--- config.mk ---
export PLATFORM = sky130hd
export DESIGN_NAME = random_stream
export DESIGN_NICKNAME = d
export VERILOG_FILES = /design/src/rtl/random_pkg.sv /design/src/rtl/random_stream_noise_sync.sv /design/src/rtl/random_stream.sv
export SDC_FILE = /design/constraint.sdc
export NUM_CORES = 1
export LEC_CHECK = 0
export BUFFER_PORTS_ARGS = -buffer_cell sky130_fd_sc_hd__clkbuf_2
export CAP_MARGIN = 25
export CORE_UTILIZATION = 48
export CTS_CLUSTER_DIAMETER = 60
export DETAILED_ROUTE_END_ITERATION = 16
export GPL_TIMING_DRIVEN = 0
export HOLD_SLACK_MARGIN = 0.1
export PLACE_DENSITY_LB_ADDON = 0.05
export SLEW_MARGIN = 20
export SYNTH_ARGS = -nofsm -noshare
export SYNTH_HDL_FRONTEND = slang
export SYNTH_HIERARCHICAL = 1
export SYNTH_SLANG_ARGS = --single-unit
export TNS_END_PERCENT = 1
--- constraint.sdc ---
create_clock -name clk -period 1.56 [get_ports clk]
set_input_delay 0.312 -clock clk [delete_from_list [all_inputs] [get_ports clk]]
set_output_delay 0.312 -clock clk [all_outputs]
set_load 0.01 [all_outputs]
--- src/rtl/random_pkg.sv ---
// Shared constants for the random stream generator: default seed and
// maximal-length feedback masks for the supported LFSR widths.
package random_pkg;

    localparam logic [31:0] DEFAULT_SEED = 32'h0000_0001;

    // Feedback masks for shift-left Fibonacci LFSRs, one bit per tap position.
    localparam logic [31:0] TAPS_W8  = 32'h0000_00B8;
    localparam logic [31:0] TAPS_W16 = 32'h0000_B400;
    localparam logic [31:0] TAPS_W24 = 32'h00E1_0000;
    localparam logic [31:0] TAPS_W32 = 32'h8020_0003;

    // Picks the stock mask for a width. Other widths need an explicit TAPS.
    function automatic logic [31:0] default_taps(input int width);
        logic [31:0] taps;
        case (width)
            8:       taps = TAPS_W8;
            24:      taps = TAPS_W24;
            32:      taps = TAPS_W32;
            default: taps = TAPS_W16;
        endcase
        return taps;
    endfunction

endpackage

--- src/rtl/random_stream_noise_sync.sv ---
// Brings the asynchronous noise pin into the clock domain and turns each
// transition into a single-cycle pulse.
module noise_sync (
    input  logic clk,
    input  logic rst_n,
    input  logic noise,
    output logic noise_edge
);

    logic r_sync1;
    logic r_sync2;
    logic r_sync3;

    // Two-flop synchroniser plus one extra stage for the edge detect.
    always_ff @(posedge clk) begin
        if (!rst_n) begin
            r_sync1 <= 1'b0;
            r_sync2 <= 1'b0;
            r_sync3 <= 1'b0;
        end else begin
            r_sync1 <= noise;
            r_sync2 <= r_sync1;
            r_sync3 <= r_sync2;
        end
    end

    assign noise_edge = r_sync2 ^ r_sync3;

endmodule

--- src/rtl/random_stream.sv ---
// LFSR-based random word source with noise whitening, seed loading and a
// valid/ready output handshake. A word is only offered once OUT_WIDTH
// fresh bits have been shifted in since the previous capture.
module random_stream
    import random_pkg::*;
#(
    parameter int          WIDTH     = 16,
    parameter logic [31:0] TAPS      = default_taps(WIDTH),
    parameter logic [31:0] SEED      = DEFAULT_SEED,
    parameter int          OUT_WIDTH = 8
) (
    input  logic                 clk,
    input  logic                 rst_n,
    input  logic                 en,
    input  logic                 noise,
    input  logic                 seed_load,
    input  logic [WIDTH-1:0]     seed,
    output logic [OUT_WIDTH-1:0] rand_data,
    output logic                 rand_valid,
    input  logic                 rand_ready
);

    localparam int               CW       = $clog2(OUT_WIDTH + 1);
    localparam logic [CW-1:0]    CNT_FULL = CW'(OUT_WIDTH);
    localparam logic [WIDTH-1:0] W_TAPS   = TAPS[WIDTH-1:0];
    localparam logic [WIDTH-1:0] W_SEED   = SEED[WIDTH-1:0];

    logic [WIDTH-1:0]     r_lfsr;
    logic [CW-1:0]        r_cnt;
    logic [OUT_WIDTH-1:0] r_data;
    logic                 r_valid;

    logic                 w_noise_edge;
    logic                 w_fb;
    logic                 w_capture;
    logic [WIDTH-1:0]     w_seed_val;

    noise_sync u_noise_sync (
        .clk        (clk),
        .rst_n      (rst_n),
        .noise      (noise),
        .noise_edge (w_noise_edge)
    );

    // Feedback bit, capture decision and sanitised seed.
    always_comb begin
        w_fb       = 1'b0;
        w_capture  = 1'b0;
        w_seed_val = seed;
        // An all-zero register would never leave zero, so inject a one.
        if (r_lfsr == '0) begin
            w_fb = 1'b1;
        end else begin
            w_fb = (^(r_lfsr & W_TAPS)) ^ w_noise_edge;
        end
        w_capture = (r_cnt == CNT_FULL) && (!r_valid || rand_ready);
        if (seed == '0) begin
            w_seed_val = W_SEED;
        end
    end

    // LFSR, fresh-bit counter and output word register.
    always_ff @(posedge clk) begin
        if (!rst_n) begin
            r_lfsr  <= W_SEED;
            r_cnt   <= '0;
            r_data  <= '0;
            r_valid <= 1'b0;
        end else if (seed_load) begin
            r_lfsr  <= w_seed_val;
            r_cnt   <= '0;
            r_valid <= 1'b0;
        end else begin
            if (en) begin
                r_lfsr <= {r_lfsr[WIDTH-2:0], w_fb};
            end
            if (w_capture) begin
                // Word is taken from the register before this edge's shift.
                r_data  <= r_lfsr[OUT_WIDTH-1:0];
                r_valid <= 1'b1;
                r_cnt   <= en ? CW'(1) : '0;
            end else begin
                if (en && (r_cnt != CNT_FULL)) begin
                    r_cnt <= r_cnt + CW'(1);
                end
                if (r_valid && rand_ready) begin
                    r_valid <= 1'b0;
                end
            end
        end
    end

    assign rand_data  = r_data;
    assign rand_valid = r_valid;

endmodule
==> results of run 1 <==
-- repair_timing --
item	4_1_cts	5_1_grt
gates cloned	0	0
gates resized for setup	0	5
setup buffers	2	0
pin swaps	1	3
endpoints found under the setup margin	8	1
-- flip-flops by register name (all words and copies together) (netlist names) --
signal / cells
rand_valid: 1
rand_data: 8
u_noise_sync/r_sync1: 1
u_noise_sync/r_sync2: 1
r_lfsr: 16
r_cnt: 4
u_noise_sync/r_sync3: 1
-- worst paths after layout --
kind / startpoint / end / depth (start not counted)
worst max-delay path: r_cnt[0] / r_cnt[1] / 6
worst min-delay path: noise / u_noise_sync/r_sync1 / 2
worst max register to register: r_cnt[0] / r_cnt[1] / 6
worst min register to register: u_noise_sync/r_sync1 / u_noise_sync/r_sync2 / 1
-- worst max-delay path, cell delays in order (launching register included) --
cell,delay [ns]
dfxtp_1,0.39
inv_1,0.07
ha_1,0.23
nand3b_4,0.13
mux2i_1,0.29
mux2i_1,0.21
nor2_1,0.05
-- layout make-up --
type / count / area, sq um / share of cell area (%)
clock buffer: 6 / 51.3 / 2.81
timing repair buffer: 30 / 155 / 8.49
tap: 44 / 55.1 / 3.01
sequential: 32 / 644 / 35.3
inverter: 4 / 15.0 / 0.822
buffer: 8 / 31.3 / 1.71
multi-input combinational: 120 / 865 / 47.3
clock inverter: 2 / 10.0 / 0.548
-- stage by stage --
step	setup TNS (ns)	setup slack, ns	total power, mW	hold WS, ns	utilization [%]
2_1_floorplan	0	0.0964	1.02	0.406	-
3_5_place_dp	-1.02	-0.147	1.09	0.424	56.7
5_1_grt	0	0.00344	1.66	0.167	59.8
3_3_place_gp	-0.689	-0.0941	1.08	0.409	56.7
6_report	0	0.0935	1.58	0.184	59.8
4_1_cts	0	0.0229	1.59	0.175	59.2
-- routing by layer --
metal	vias to the layer above	wire length [microns]	track usage, %
met4	0	56	8.84
met2	41	1400	33.0
met5	-	0	0
li1	639	-	-
met1	566	1640	28.7
met3	6	174	6.59
-- power by group through the flow --
stage	registers, mW	clock network (mW)	logic, mW
finish	0.881	0.503	0.199
global route	0.886	0.553	0.224
CTS	0.878	0.517	0.192
detailed placement	0.897	0	0.190
global placement	0.895	0	0.187
floorplan	0.886	0	0.132
-- cells by family (layout without fill, tap and decap cells) --
family	count (synthesis)	in the layout	synth area share, %
simple gates	65	65	25.5
flops	32	32	41.7
fa+ha+maj	3	3	2.45
xor+xnor	6	6	3.42
mux	25	25	16.3
compound gates	21	21	7.58
buf+inv	12	50	3.02
-- layout by cell type (no fill, tap or decap), drive strengths merged, types with 5 or more instances in the layout --
cell / n
and2: 19
buf: 5
clkbuf: 39
dfxtp: 32
mux2i: 25
nand2: 17
nor2b: 9
nor4: 6
o21ai: 16
==> out/metrics.csv, run 1 <==
stage;metric;value;unit
outcome;status;complete, no violations;
synthesis;netlist_instances;164;
clocking;cts_buffers;5;
global_routing;track_usage;21.7;%
placement;placed_area;1730;sq um
setup_path;startpoint_type;flip-flop;
timing;fin_skew;0.0121;ns
die;fp-row-count;20;
pwr;power_frac_seq;55.6;%
synthesis;synth_area_leader_cell;dfxtp_1;
global_routing;grt_pass1_wl;5530;microns
die;die_w;58.6;microns
timing;slew_headroom;63.7;%
pwr;pwr_density_cell;867;nW/um^2
timing;hold_violations;0;
die;start_util;50.3;%
timing;max_freq;0.682;GHz
synthesis;yosysMostFrequentCell;dfxtp_1;
routing;dr_total_vias;1252;
synthesis;synth_top_cell_area_share;41.7;%
placement;port_buffers;28;
timing;timing.final.crit_share;94.0;%
timing;tightest_slew;0.545;ns
pwr;p_clk_share;31.8;%
setup_path;cp.arrival;1.70;ns
cells_and_area;stdcell_area;1830;sq um
worst_hold_path;hold_class;input port to flip-flop;
setup_path;worstSetupPathType;flip-flop to flip-flop;
synthesis;yosys_warnings;6;
synthesis;synthTopCellsByArea;dfxtp_1, mux2i_1, and2_1;
routing;ant_nets;0;
setup_path;rrSetupSlack;0.09;ns
pwr;combinationalPowerShare;12.6;%
setup_path;cp.required;1.79;ns
clocking;clk-insertion-delay-late;0.34;ns
routing;routedWlPerCell;13.3;microns
synthesis;synth_flop_cell;dfxtp_1;
global_routing;overflow;0;
timing;finalCriticalPeriod;1.47;ns
timing;rsz0062_at_grt;false;
pwr;switchingPower;0.420;mW
pwr;p_leak;0.770;nW
routing;avgViaCountPerCell;5.09;
synthesis;synthArstFlopShare;0;%
setup_path;critPathCaptureType;flip-flop;
pwr;ir_drop;0.000498;V
pwr;p_sw_share;26.5;%
die;die_h;58.6;microns
timing;maxSlewViolCount;0;
cells_and_area;fillers;302;
synthesis;synth.distinct_cells;30;
routing;drc;0;
synthesis;synth_fp_nets;189;
clocking;cts_sinks;32;
clocking;hold_buffers;0;
clocking;cts_tree;built;
routing;first_pass_iters;4;
synthesis;ys_seq_area_share;41.7;%
cells_and_area;final_cells;246;
synthesis;synth.avg_cell_area;9.36;sq um
setup_path;cp_max_fo;6;
global_routing;antenna_found_initial;0;
cells_and_area;nets;226;
clocking;cts-root-buf;clkbuf_4;
die;core;3050;sq um
placement;place_hpwl;2420;microns
cells_and_area;area_delta_synth_final;19.0;%
global_routing;grt_pass1_vias;1200;
die;dieArea;3430;sq um
synthesis;ys_ff_latch;32;
job;maxCapViolations;0;
timing;finalSetupViolCount;0;
synthesis;synth-edff-count;0;
die;io_pins;31;
synthesis;synth_area;1540;sq um
placement;post-place-cells;236;
cells_and_area;drive_above_1_share;23.8;%
pwr;intPower;1.16;mW
cells_and_area;diodes;0;
global_routing;grt_max_degree;11;
clocking;cts.clk_slew.worst_paths;0.10;ns
placement;finalWeightedCongestion;0.862;
clocking;clk_path_buf_depth;2;
routing;routed_wl;3270;microns
synthesis;synth_common_cells;dfxtp_1, mux2i_1, and2_1, nand2_1, o21ai_0;
routing;drt_iter0_markers;33;
clocking;cts_max_level;2;
(Power assumes the default switching activity.)
==> inputs of run 2 (changes only) <==
--- a/config.mk
+++ b/config.mk
@@ -13,6 +13,7 @@
 export GPL_TIMING_DRIVEN = 0
 export HOLD_SLACK_MARGIN = 0.1
 export PLACE_DENSITY_LB_ADDON = 0.05
+export RECOVER_POWER = 50
 export SLEW_MARGIN = 20
 export SYNTH_ARGS = -nofsm -noshare
 export SYNTH_HDL_FRONTEND = slang
==> run 2 against run 1 <==
Utilization is 0.20 points lower. Final area is 0.34% lower. Count of clock-buffer cells in the layout stayed put. Critical path depth stayed put. Fmax hardly changed. Total power hardly changed. Combinational power hardly changed. Die area stayed put. Non-clock buffer count stayed put. Critical path type unchanged.
==> out/metrics.csv, run 2 (synthesis gave the netlist of run 1 again) <==
stage;metric;value;unit
setup_path;startpoint_type;flip-flop;
placement;place_hpwl;2420;microns
cells_and_area;fillers;305;
clocking;clk-insertion-delay-late;0.34;ns
cells_and_area;final_cell_mix;dfxtp_1, mux2i_1, clkbuf_2;
timing;finalSetupViolCount;0;
setup_path;cp.required;1.79;ns
routing;routedWlPerCell;13.3;microns
clocking;cts.clk_slew.worst_paths;0.10;ns
die;die_h;58.6;microns
placement;finalWeightedCongestion;0.862;
clocking;cts_max_level;2;
clocking;cts-root-buf;clkbuf_4;
setup_path;crit_top_cell;mux2i_1;
timing;fin_ws;0.0935;ns
setup_path;critical_path.max_stage_delay;0.39;ns
global_routing;grt_pass1_wl;5530;microns
timing;finalCriticalPeriod;1.47;ns
setup_path;rrSetupSlack;0.09;ns
global_routing;track_usage;21.7;%
timing;timing.final.crit_share;94.0;%
global_routing;grt_max_degree;11;
global_routing;grt_pass1_vias;1200;
die;die_w;58.6;microns
setup_path;critPathCaptureType;flip-flop;
clocking;cts_sinks;32;
die;fp-row-count;20;
setup_path;cp.arrival;1.70;ns
timing;fin_skew;0.0124;ns
timing;maxSlewViolCount;0;
routing;avgViaCountPerCell;5.06;
pwr;pwr_density_cell;870;nW/um^2
clocking;clk_path_buf_depth;2;
die;start_util;50.3;%
setup_path;worstSetupPathType;flip-flop to flip-flop;
routing;drc;0;
cells_and_area;register_area;644;sq um
job;maxCapViolations;0;
cells_and_area;area_delta_synth_final;18.6;%
setup_path;cp_max_fo;6;
die;core;3050;sq um
timing;hold_violations;0;
timing;max_freq;0.682;GHz
setup_path;crit_slowest_cell;dfxtp_1;
cells_and_area;drive_above_1_share;21.3;%
timing;hold_ws;0.185;ns
cells_and_area;nets;226;
timing;slew_headroom;63.5;%
placement;pre_cts_ws;-0.147;ns
die;dieArea;3430;sq um
cells_and_area;multi_input_area;865;sq um
timing;tightest_slew;0.547;ns
pwr;ir_drop;0.000502;V
cells_and_area;largest_reg_flops;16;
routing;first_pass_iters;4;
placement;port_buffers;28;
clocking;cts_tree;built;
timing;rsz0062_at_grt;false;
routing;dr_total_vias;1244;
pwr;p_leak;0.745;nW
clocking;cts_buffers;5;
global_routing;antenna_found_initial;0;
routing;routed_wl;3270;microns
cells_and_area;layout_commonest_cell;dfxtp_1;
cells_and_area;diodes;0;
global_routing;overflow;0;
routing;drt_iter0_markers;31;
routing;ant_nets;0;
cells_and_area;top_register;r_lfsr;
setup_path;path_cells;inv_1 -> ha_1 -> nand3b_4 -> mux2i_1 -> mux2i_1 -> nor2_1;
die;io_pins;31;
worst_hold_path;hold_class;input port to flip-flop;
outcome;status;complete, no violations;
## run 2: cell types whose count changed in the layout (fill, tap and decap cells not counted), sizes merged
cell	previous run	this run
buf	5	4
clkbuf	39	40
## run 2: final timing paths
| check | depth (start not counted) | end | startpoint |
|---|---|---|---|
| setup reg to reg | 6 | r_cnt[1] | r_cnt[0] |
| hold reg to reg | 1 | u_noise_sync/r_sync2 | u_noise_sync/r_sync1 |
| hold / removal | 2 | u_noise_sync/r_sync1 | noise |
| setup / recovery | 6 | r_cnt[1] | r_cnt[0] |
## run 2: routing by layer
metal  wire length [microns]  GRT usage [%]  vias up  part of all wire, %
met5                       0              0        -                    0
met4                      44           8.84        0                  1.3
met3                     158           6.59        5                  4.8
met2                    1410           33.0       37                   43
met1                    1660           28.7      563                   51
li1                        -              -      639                    -
## run 2: what timing repair did
action                                  CTS  global route
endpoints found under the setup margin    8             1
buffers inserted                          2             0
gates resized for setup                   0             5
pin swaps                                 1             3
hold buffers                              0             0
## run 2: final cells by class
| type | count | share of cell area (%) |
|---|---|---|
| clock inverters | 2 | 0.550 |
| flip-flops and latches | 32 | 35.4 |
| multi-input cells | 120 | 47.5 |
| repair buffers | 30 | 8.18 |
| plain buffers | 8 | 1.72 |
| well taps | 44 | 3.02 |
| clock buffers | 6 | 2.82 |
| inverters | 4 | 0.825 |
## run 2: worst max-delay path: cells and delay by family (launching register included)
family                     cells  cell delay, ns
adders and majority gates      1            0.23
DFF                            1            0.39
and+or+nand+nor                2            0.18
buffers and inverters          1            0.07
muxes                          2            0.50
## run 2: through the flow
stage	cells	TNS [ns]	power (mW)	area, sq um	utilization, %
2_1_floorplan	164	0	1.02	1540	-
3_3_place_gp	236	-0.689	1.08	1730	56.7
3_5_place_dp	236	-1.02	1.09	1730	56.7
4_1_cts	246	0	1.59	1810	59.2
5_1_grt	246	0	1.66	1820	59.6
6_report	246	0	1.58	1820	59.6
## run 2: power breakdown
part / switching [mW] / total, mW / internal [mW] / leakage (nW)
logic: 0.0985 / 0.198 / 0.0995 / 0.444
registers: 0.0326 / 0.881 / 0.848 / 0.263
clock network: 0.290 / 0.504 / 0.214 / 0.0380
==> inputs of run 3 (changes only) <==
--- a/config.mk
+++ b/config.mk
@@ -7,7 +7,9 @@
 export LEC_CHECK = 0
 export BUFFER_PORTS_ARGS = -buffer_cell sky130_fd_sc_hd__clkbuf_2
 export CAP_MARGIN = 25
-export CORE_UTILIZATION = 48
+export CELL_PAD_IN_SITES_DETAIL_PLACEMENT = 1
+export CELL_PAD_IN_SITES_GLOBAL_PLACEMENT = 1
+export CORE_UTILIZATION = 36
 export CTS_CLUSTER_DIAMETER = 60
 export DETAILED_ROUTE_END_ITERATION = 16
 export GPL_TIMING_DRIVEN = 0
==> run 3 against run 2 <==
Clock power grew 58%. Via count is essentially flat. Hold slack gained 0.045 ns. Die area grew 32%. Global-route usage shrank 2.5 points. Clock skew shrank 0.0057 ns. Sequential cell count is the same. Highest routed layer unchanged.
==> out/metrics.csv, run 3 (synthesis gave the netlist of run 1 again) <==
stage;metric;value;unit
outcome;status;complete, no violations;
pwr;pwr_density_cell;1000;nW/um^2
placement;place_hpwl;2830;microns
clocking;clk-insertion-delay-late;0.29;ns
cells_and_area;drive_above_1_share;19.3;%
timing;max_freq;0.670;GHz
die;die_w;67.3;microns
setup_path;critPathLaunch;r_lfsr[5];
global_routing;antenna_found_initial;0;
clocking;cts_sinks;32;
timing;rsz0062_at_grt;false;
pwr;p_clk_share;42.5;%
setup_path;cp_max_fo;4;
die;start_util;37.8;%
cells_and_area;layout_commonest_cell;dfxtp_1;
pwr;power_frac_seq;46.9;%
worst_hold_path;worstHoldStart;noise;
timing;finalCriticalPeriod;1.49;ns
setup_path;startpoint_type;flip-flop;
pwr;p_leak;0.742;nW
global_routing;grt_max_degree;12;
cells_and_area;top_register;r_lfsr;
clocking;cts_max_level;2;
routing;avgViaCountPerCell;4.93;
setup_path;critPathCaptureType;flip-flop;
setup_path;rrSetupSlack;0.07;ns
setup_path;reg2reg_to;r_lfsr[0];
cells_and_area;largest_reg_flops;16;
die;fp-row-count;23;
die;core;4060;sq um
pwr;combinationalPowerShare;10.6;%
clocking;cts_buffers;5;
worst_hold_path;holdPathStages;2;
timing;maxSlewViolCount;0;
cells_and_area;nets;226;
timing;slew_headroom;59.4;%
clocking;cts-root-buf;clkbuf_8;
clocking;cts_tree;built;
clocking;cts.clk_slew.worst_paths;0.07;ns
routing;dr_total_vias;1243;
global_routing;grt_pass1_vias;1351;
global_routing;track_usage;19.2;%
setup_path;cp.arrival;1.68;ns
placement;finalWeightedCongestion;0.788;
timing;fin_skew;0.00671;ns
cells_and_area;final_cell_mix;dfxtp_1, mux2i_1, clkbuf_2;
die;die_h;67.3;microns
job;maxCapViolations;0;
global_routing;grt_pass1_wl;6260;microns
cells_and_area;area_delta_synth_final;21.6;%
routing;routed_wl;3730;microns
routing;drt_iter0_markers;35;
timing;hold_violations;0;
routing;routedWlPerCell;14.8;microns
routing;first_pass_iters;4;
worst_hold_path;hold_end;u_noise_sync/r_sync1;
cells_and_area;diodes;0;
setup_path;r2r-start;r_lfsr[5];
pwr;ir_drop;0.000494;V
setup_path;worstSetupPathType;flip-flop to flip-flop;
setup_path;cp.required;1.75;ns
timing;timing.final.crit_share;95.7;%
clocking;hold_buffers;0;
worst_hold_path;hold_class;input port to flip-flop;
placement;port_buffers;28;
routing;drc;0;
clocking;clk_path_buf_depth;2;
pwr;power;1.87;mW
pwr;intPower;1.42;mW
timing;hold_ws;0.229;ns
setup_path;ff2ff_path_depth;4;
global_routing;overflow;0;
die;dieArea;4530;sq um
pwr;switchingPower;0.454;mW
routing;ant_nets;0;
die;io_pins;31;
timing;finalSetupViolCount;0;
pwr;p_sw_share;24.2;%
timing;tightest_slew;0.609;ns
run 3: cell types whose count changed in the layout (fill, tap and decap cells not counted), sizes merged:
cell      previous run  this run
bufinv               0         1
clkinvlp             0         1
clkinv               2         1
buf                  4         3
run 3: metrics by stage:
stage | instance area, sq um | std cells | util (%) | setup TNS (ns) | setup WS [ns]
floorplan | 1540 | 164 | - | 0 | 0.0964
global placement | 1740 | 242 | 42.8 | -0.446 | -0.0667
detailed placement | 1740 | 242 | 42.8 | -1.13 | -0.154
CTS | 1870 | 252 | 46.1 | 0 | 0.0104
global route | 1870 | 252 | 46.0 | 0 | 0.00440
finish | 1870 | 252 | 46.0 | 0 | 0.0678
run 3: area by class of cell:
class,count,area [sq um]
multi-input cells,120,860
repair buffers,30,143
inverters,4,15.0
plain buffers,8,31.3
well taps,50,62.6
flip-flops and latches,32,644
fillers,498,2190
clock inverters,3,42.5
clock buffers,5,68.8
run 3: what timing repair did:
| action | in CTS | in global routing |
|---|---|---|
| resized for setup | 1 | 4 |
| endpoints found under the hold margin | 0 | 0 |
| buffers inserted | 2 | 0 |
| pin swaps | 1 | 3 |
| endpoints found under the setup margin | 9 | 3 |
run 3: worst max-delay path: stages (launching register included):
cell and delay (ns):
dfxtp_1 0.34, or4_4 0.55, nor4_2 0.15, a311oi_1 0.12
o311ai_1 0.24
run 3: power by group through the flow:
stage	Clock, mW	Combinational (mW)	Sequential (mW)
2_1_floorplan	0	0.132	0.886
3_3_place_gp	0	0.190	0.896
3_5_place_dp	0	0.196	0.897
4_1_cts	0.821	0.202	0.879
5_1_grt	0.860	0.225	0.884
6_report	0.796	0.198	0.879
run 3: per-layer routing:
metal  track usage [%]  vias to the layer above  wire length [microns]
met5                 0                        -                      0
met4              7.98                        0                     63
met3              5.07                        6                    121
met2              33.3                       19                   1860
met1              22.1                      584                   1680
li1                  -                      634                      -
run 3: worst max-delay path by stage:
stage / endpoint / cells past startpoint / slack [ns]
finish: r_lfsr[0] / 4 / 0.07
global route: r_lfsr[0] / 4 / 0.004
CTS: r_lfsr[0] / 6 / 0.01
detailed placement: rand_data[1] / 6 / -0.15
global placement: rand_data[2] / 6 / -0.07
floorplan: rand_data[0] / 6 / 0.1
